==> src/rtl/mips_pkg.sv <==
// Shared types and constants for the MIPS fetch front end.
package mips_pkg;

    localparam logic [5:0]  OP_HALT   = 6'h3F;
    localparam logic [31:0] HALT_WORD = 32'hFC00_0000;

    typedef enum logic {
        RUN,
        HALT
    } fetch_state_t;

    typedef struct packed {
        logic [31:0] pc;
        logic [31:0] ir;
    } fq_entry_t;

endpackage

==> src/rtl/fetch_queue.sv <==
// Two-entry fetch FIFO; entry 0 is the head, empty slots read as zero.
module fetch_queue
    import mips_pkg::*;
(
    input  logic      clk,
    input  logic      rst,
    input  logic      flush_i,
    input  logic      push_i,
    input  fq_entry_t din_i,
    input  logic      pop_i,
    output fq_entry_t head_o,
    output logic      full_o,
    output logic      empty_o
);

    logic [1:0] cnt_q, cnt_d;
    fq_entry_t  e0_q, e0_d;
    fq_entry_t  e1_q, e1_d;

    always_comb begin
        cnt_d = cnt_q;
        e0_d  = e0_q;
        e1_d  = e1_q;
        if (flush_i) begin
            cnt_d = 2'd0;
            e0_d  = '0;
            e1_d  = '0;
        end else if (push_i && pop_i) begin
            // Occupancy is unchanged; the tail slides down when two deep.
            if (cnt_q == 2'd2) begin
                e0_d = e1_q;
                e1_d = din_i;
            end else begin
                e0_d = din_i;
            end
        end else if (pop_i) begin
            e0_d  = e1_q;
            e1_d  = '0;
            cnt_d = cnt_q - 2'd1;
        end else if (push_i) begin
            if (cnt_q == 2'd0) begin
                e0_d = din_i;
            end else begin
                e1_d = din_i;
            end
            cnt_d = cnt_q + 2'd1;
        end
    end

    always_ff @(posedge clk) begin
        if (rst) begin
            cnt_q <= 2'd0;
            e0_q  <= '0;
            e1_q  <= '0;
        end else begin
            cnt_q <= cnt_d;
            e0_q  <= e0_d;
            e1_q  <= e1_d;
        end
    end

    assign head_o  = e0_q;
    assign full_o  = (cnt_q == 2'd2);
    assign empty_o = (cnt_q == 2'd0);

endmodule

==> src/rtl/ifetch_ctrl.sv <==
// Instruction-fetch sequencer: PC, halt FSM and redirect handling.
module ifetch_ctrl
    import mips_pkg::*;
#(
    parameter logic [31:0] RESET_PC  = 32'h0000_0000,
    parameter int          IM_BYTES  = 1024,
    parameter logic [31:0] HALT_WORD = mips_pkg::HALT_WORD
) (
    input  logic        clk,
    input  logic        rst,
    input  logic        redirect,
    input  logic [31:0] redirect_pc,
    input  logic        id_ready,
    input  logic [31:0] im_ir,
    output logic [31:0] im_pc,
    output logic        im_off,
    output logic        id_valid,
    output logic [31:0] id_ir,
    output logic [31:0] id_pc,
    output logic        halted
);

    localparam logic [31:0] LAST_PC = 32'(IM_BYTES - 4);

    fetch_state_t state_q;
    logic [31:0]  pc_q;
    logic         fetch, pop, full, empty;
    logic [31:0]  word, target;
    fq_entry_t    din, head;

    assign pop    = id_valid & id_ready;
    assign fetch  = ~rst & (state_q == RUN) & ~redirect & (~full | pop);
    assign target = redirect_pc & ~32'h3;
    // Beyond the end of memory the im output is garbage; synthesize a halt.
    assign word   = (pc_q <= LAST_PC) ? im_ir : HALT_WORD;
    assign din    = '{pc: pc_q, ir: word};

    always_ff @(posedge clk) begin
        if (rst) begin
            state_q <= RUN;
            pc_q    <= RESET_PC;
        end else if (redirect) begin
            state_q <= RUN;
            pc_q    <= target;
        end else if (fetch) begin
            if (word[31:26] == OP_HALT) begin
                state_q <= HALT;
            end else begin
                pc_q <= pc_q + 32'd4;
            end
        end
    end

    fetch_queue u_queue (
        .clk     (clk),
        .rst     (rst),
        .flush_i (redirect),
        .push_i  (fetch),
        .din_i   (din),
        .pop_i   (pop),
        .head_o  (head),
        .full_o  (full),
        .empty_o (empty)
    );

    assign im_pc    = pc_q;
    assign im_off   = ~fetch;
    assign id_valid = ~empty;
    assign id_ir    = head.ir;
    assign id_pc    = head.pc;
    assign halted   = (state_q == HALT);

endmodule

==> config.mk <==
export PLATFORM = sky130hd
export DESIGN_NAME = ifetch_ctrl
export DESIGN_NICKNAME = d
export VERILOG_FILES = /design/src/rtl/mips_pkg.sv /design/src/rtl/fetch_queue.sv /design/src/rtl/ifetch_ctrl.sv
export SDC_FILE = /design/constraint.sdc
export NUM_CORES = 1
export LEC_CHECK = 0
export ABC_AREA = 1
export CORE_ASPECT_RATIO = 0.8
export CORE_MARGIN = 2
export CORE_UTILIZATION = 25
export DETAILED_ROUTE_END_ITERATION = 7
export PLACE_DENSITY_LB_ADDON = 0.15
export SYNTH_ARGS = -nofsm -noshare
export SYNTH_HDL_FRONTEND = slang
export SYNTH_SLANG_ARGS = --single-unit
==> constraint.sdc <==
create_clock -name clk -period 2.7 [get_ports clk]
set_input_delay 0.405 -clock clk [delete_from_list [all_inputs] [get_ports clk]]
set_output_delay 0.405 -clock clk [all_outputs]
set_load 0.02 [all_outputs]
## Word-level counts from Yosys, hierarchy flattened

Cells that the tools add are included.

- Add/sub/neg operators: 3
- $mul: 0
- Div/mod/pow operators: 0
- Magnitude comparators: 1
- Equality and inequality tests: 5
- Shift operators: 0
- Muxes and demuxes: 16
- Bitwise operators: 13
- Reductions and logical operators: 13

Operator list:

| kind | count |
|---|---|
| two-way mux 64 bit | 10 |
| two-way mux 32 bit | 4 |
| adder 32 x 3 -> 32 bit (second input constant) | 1 |
| less-or-equal comparator 32 x 10 -> 1 bit (second input constant) | 1 |
| AND reduction 2 bit | 5 |
| NOT 1 bit | 8 |
| equality test 6 bit (second input constant) | 1 |
| nonzero test 3 bit | 2 |
| bitwise AND 1 bit | 4 |
| two-way mux 2 bit | 2 |
| != test 2 bit (second input constant) | 2 |
| nonzero test 2 bit | 2 |
| != test 3 x 2 -> 1 bit (second input constant) | 1 |
| AND reduction 3 bit | 1 |
| adder 2 x 1 -> 2 bit (second input constant) | 1 |
| equality test 2 bit (second input constant) | 1 |
| zero test 2 bit | 1 |
| OR reduction 2 bit | 1 |
| subtractor 2 x 1 -> 2 bit (second input constant) | 1 |
| logical AND 1 bit | 1 |
| OR 1 bit | 1 |

- Register bits: 163
- Latch bits: 0
- RAM bits: 0
- Memory bits (read-only): 0
- Bits of input ports: 68
- Memories kept: 0

## Depth between registers and ports, before layout

- Depth after elaboration: 8
- Gate-level depth with buffers: 14
- Gate-level depth less buffers: 12

## Modules after synthesis

From an unflattened synthesis, not the netlist that was laid out.

- Cell total of the unflattened synthesis: 1828
- Area total of the unflattened synthesis: 9899.5 µm²

Modules (own cells, without submodules):

| module | instances | cells each | area each (µm²) | seq. area each (µm²) |
|---|---|---|---|---|
| fetch_queue | 1 | 1528 | 8057.7 | 2602.5 |
| ifetch_ctrl | 1 | 300 | 1841.8 | 620.6 |

## Least setup slack after synthesis

Ideal clock, no wire load.

- Path kind: in2reg
- Start point: input redirect
- End point: register u_queue.e1_q[22] (netlist name)
- Arrival: 2.140 ns
- Slack: 0.489 ns
- Stages on the path: 14
- Cells stage by stage: buf_2 > inv_2 > nand2_2 > nor2_4 > inv_2 > nor2_1 > inv_1 > ha_1 > nor2_1 > o21ai_4 > a21oi_4 > buf_2 > nand3_1 > a21oi_1

- Longest elaborated chain between the ends: 6

RTL lines:

| what | RTL line | RTL |
|---|---|---|
| from (decl) | ifetch_ctrl.sv:11 | `input logic redirect,` |
| NOT 1 bit | ifetch_ctrl.sv:32 | `assign fetch = ~rst & (state_q == RUN) & ~redirect & (~full \| pop);` |
| bitwise AND 1 bit (2 in series) | ifetch_ctrl.sv:32 |  |
| logical AND 1 bit | fetch_queue.sv:28 | `end else if (push_i && pop_i) begin` |
| != test 3 x 2 -> 1 bit (no line), or another cell as far along | n/a |  |
| AND reduction 3 bit (no line) | n/a |  |
| to (signal assigned) | fetch_queue.sv:54 | `e1_q <= '0;` |
| to (signal assigned) | fetch_queue.sv:58 | `e1_q <= e1_d;` |
| to (decl) | fetch_queue.sv:18 | `fq_entry_t e1_q, e1_d;` |

Parallel ways exist; a longest one is shown, timed or not.
A chain may end at the register's enable or synchronous reset.

## Final worst setup path

- Start point: input rst
- End point: output im_off

- Longest elaborated chain between the ends: 5

RTL lines:

| what | RTL line | RTL |
|---|---|---|
| from (decl) | ifetch_ctrl.sv:10 | `input logic rst,` |
| NOT 1 bit | ifetch_ctrl.sv:32 |  |
| bitwise AND 1 bit (3 in series) | ifetch_ctrl.sv:32 |  |
| NOT 1 bit | ifetch_ctrl.sv:67 | `assign im_off = ~fetch;` |
| to (decl) | ifetch_ctrl.sv:16 | `output logic im_off,` |

Every way passes these cells.

==> impl_results.md <==
- Outcome: finished, final reports clean
- Worst skew pair latency: 0.43 ns
- Leakage: 0.00324 µW
- Yosys top cell by area: dfxtp_1
- Max_slew headroom: 57.8%
- Placer Congestion: 0.755
- Peak supply drop: 0.435 mV
- Largest stage delay, worst path: 0.54 ns
- Cell Area, Synth: 0.00662 mm²
- Skew final: 0.0152 ns
- Crit path time final: 2.51 ns
- Unrepaired setup endpoints after global routing: false
- Std-Cell Rows: 53
- TritonCTS clock tree: done
- EDFF count, synth: 0
- Hold WC Path Type: reg2reg
- Core ar.: 0.0261 mm²
- Crit share post-route: 92.8%
- Via/cell ratio: 4.61
- Final Util: 35.4%
- Io pins: 167
- Seq/Total Area, Yosys: 47.5%
- Dpl hpwl: 14.3 mm
- Ys async rst share: 0%
- Critical path class: in2out
- Initial antenna violation count: 0
- Setup violators final: 0
- CP Data Arrival Time: 2.10 ns
- PwrDens: 598 mW/mm²
- Synth top cells by count: nand2_1 (239), dfxtp_1 (157), a21oi_1 (91)
- Vias: 6390
- Crit path capture type: output port
- Fmax: 0.399 GHz
- Largest net degree at the start of global routing: 56
- # diodes: 0
- CTS resizes: 0
- Register bit count reported by yosys: 157
- Top cell type's share of synthesized area: 47.5%
- Avg WL per Cell: 15.9 µm
- Synth Flop Type: dfxtp_1
- 1st-pass router iterations: 5
- GR Util met3: 3.33%
- Synth warn: 0
- Met2 Resource Use GR: 22.9%
- Vias in the first global route: 5812
- Die W: 186 µm
- Layout Nets: 1087
- CP cell instances: clkdlybuf4s50_1, inv_1, nand2_4, nor2_4, inv_2, nor2_1, inv_1, buf_4, clkdlybuf4s50_1
- Overflow after GRT: 0
- Fin. max-slew vios: 0
- Tot GR Track Use: 15.7%
- Area Overhead vs Synth: 39.6%
- # DRC: 0
- Die H: 150 µm
- Most frequent cell after synthesis: nand2_1
- Initial Utilization: 25.3%
- Port bufs: 160
- Syn Inst Count: 879
- Startpoint Class: input port
- Busiest layer in global routing: met1
- Number of max-cap violations: 0
- Number of hold violations in the final report: 0
- Layout cells sized above 1: 7.57%
- Reg clk slew, reported paths: 0.06 ns
- Clk buf depth: 2
- Finished Layout Cells: 1387
- Synth area leaders: dfxtp_1 (47%), nand2_1 (14%), a21oi_1 (6.9%)
- Antenna viol nets, final: 0
- Hold-fix buffers, CTS: 0
- Die ar.: 0.0278 mm²
- GR Layer Usage met1: 23.3%
- CTS H-tree depth: 4
- Cts bufs inserted: 17
- CP Data Required Time: 2.30 ns
- Worst-Margin Slew: 0.633 ns
- Count of cell types in the netlist: 33
- Setup bufs post-CTS: 0
- CTS Root Cell: clkbuf_16
- Syn avg cell area: 7.53 µm²
- First DRT Iteration DRCs: 485
- Total Wirelength: 22.0 mm
- Placed instance count: 1355
- First-pass GRT wire length: 33.6 mm
- Sink Count: 157
- Slowest-stage cell, CP: clkdlybuf4s50_1
- Highest net fanout along the worst path: 2
==> layer usage <==
layer  wire [µm]  up-vias
li1            -     3256
met1       11300     2970
met2        9500      154
met3        1090       10
met4         175        0
met5           0        -
==> final cells by class <==
cell class              instances  area [µm²]
fillers                      2782       16900
well taps                     357         447
inverters                      23        86.3
flip-flops and latches        157        3140
multi-input cells             627        3060
clock buffers                  18         439
repair buffers                191        1910
clock inverters                14         158
==> critical path, delay by kind of cell <==
kind | cells | cell delay (ns)
and+or+nand+nor | 3 | 0.27
buffers and inverters | 6 | 1.42
==> cell usage in the layout (no fill, tap or decap), types with 4 or more instances in the layout <==
master	n
nand2_1	238
clkdlybuf4s50_1	160
dfxtp_1	157
a21oi_1	91
nor2_1	65
nand3_1	64
o21ai_0	46
a31oi_1	32
a22oi_1	30
o211ai_1	28
buf_4	25
inv_1	19
clkbuf_16	17
buf_12	6
o21bai_1	5
conb_1	4
==> through the flow <==
| stage | setup TNS [ns] | total power [µW] | hold WS (ns) | instance area, µm² | worst slack, ns |
|---|---|---|---|---|---|
| floorplan | 0 | 2780 | 0.441 | 6630 | 0.489 |
| global placement | -1.18 | 3110 | 0.448 | 8640 | -0.0433 |
| detailed placement | -2.55 | 3110 | 0.452 | 8640 | -0.0890 |
| CTS | 0 | 5600 | 0.462 | 9240 | 0.180 |
| global route | 0 | 5760 | 0.477 | 9240 | 0.100 |
| finish | 0 | 5520 | 0.460 | 9240 | 0.194 |
==> cell families after synthesis <==
kind of cell             after synthesis  synth area share (%)
AO/OA/AOI/OAI                        238                  21.6
XOR/XNOR                               1                 0.132
adder cells (fa/ha/maj)                2                 0.378
buffers and inverters                 98                  6.79
flip-flops                           157                  47.5
other                                  1                0.0567
AND/OR/NAND/NOR                      382                  23.6
==> flip-flops by register name, indices dropped and copies added (netlist names) <==
name and cells:
im_pc 30, u_queue.cnt_q 2, u_queue.e1_q 62, halted 1
u_queue.head_o 62
==> final timing paths <==
kind	start	slack (ns)	end	depth (start not counted)
setup reg to reg	u_queue.cnt_q[0]$_SDFFE_PP0P_	0.54	u_queue.e1_q[57]$_SDFFE_PP0P_	10
setup / recovery	rst	0.19	im_off	9
hold reg to reg	u_queue.e1_q[29]$_SDFFE_PP0P_	0.46	u_queue.e1_q[29]$_SDFFE_PP0P_	2
hold / removal	u_queue.e1_q[29]$_SDFFE_PP0P_	0.46	u_queue.e1_q[29]$_SDFFE_PP0P_	2
==> power by group <==
part           total, µW  leakage (µW)  switching (µW)  internal [µW]
Sequential          2430       0.00127            59.3           2370
Clock               2470      0.000295            1060           1410
Combinational        628       0.00167             357            271
No activity file was read; power rests on OpenSTA's default activity.
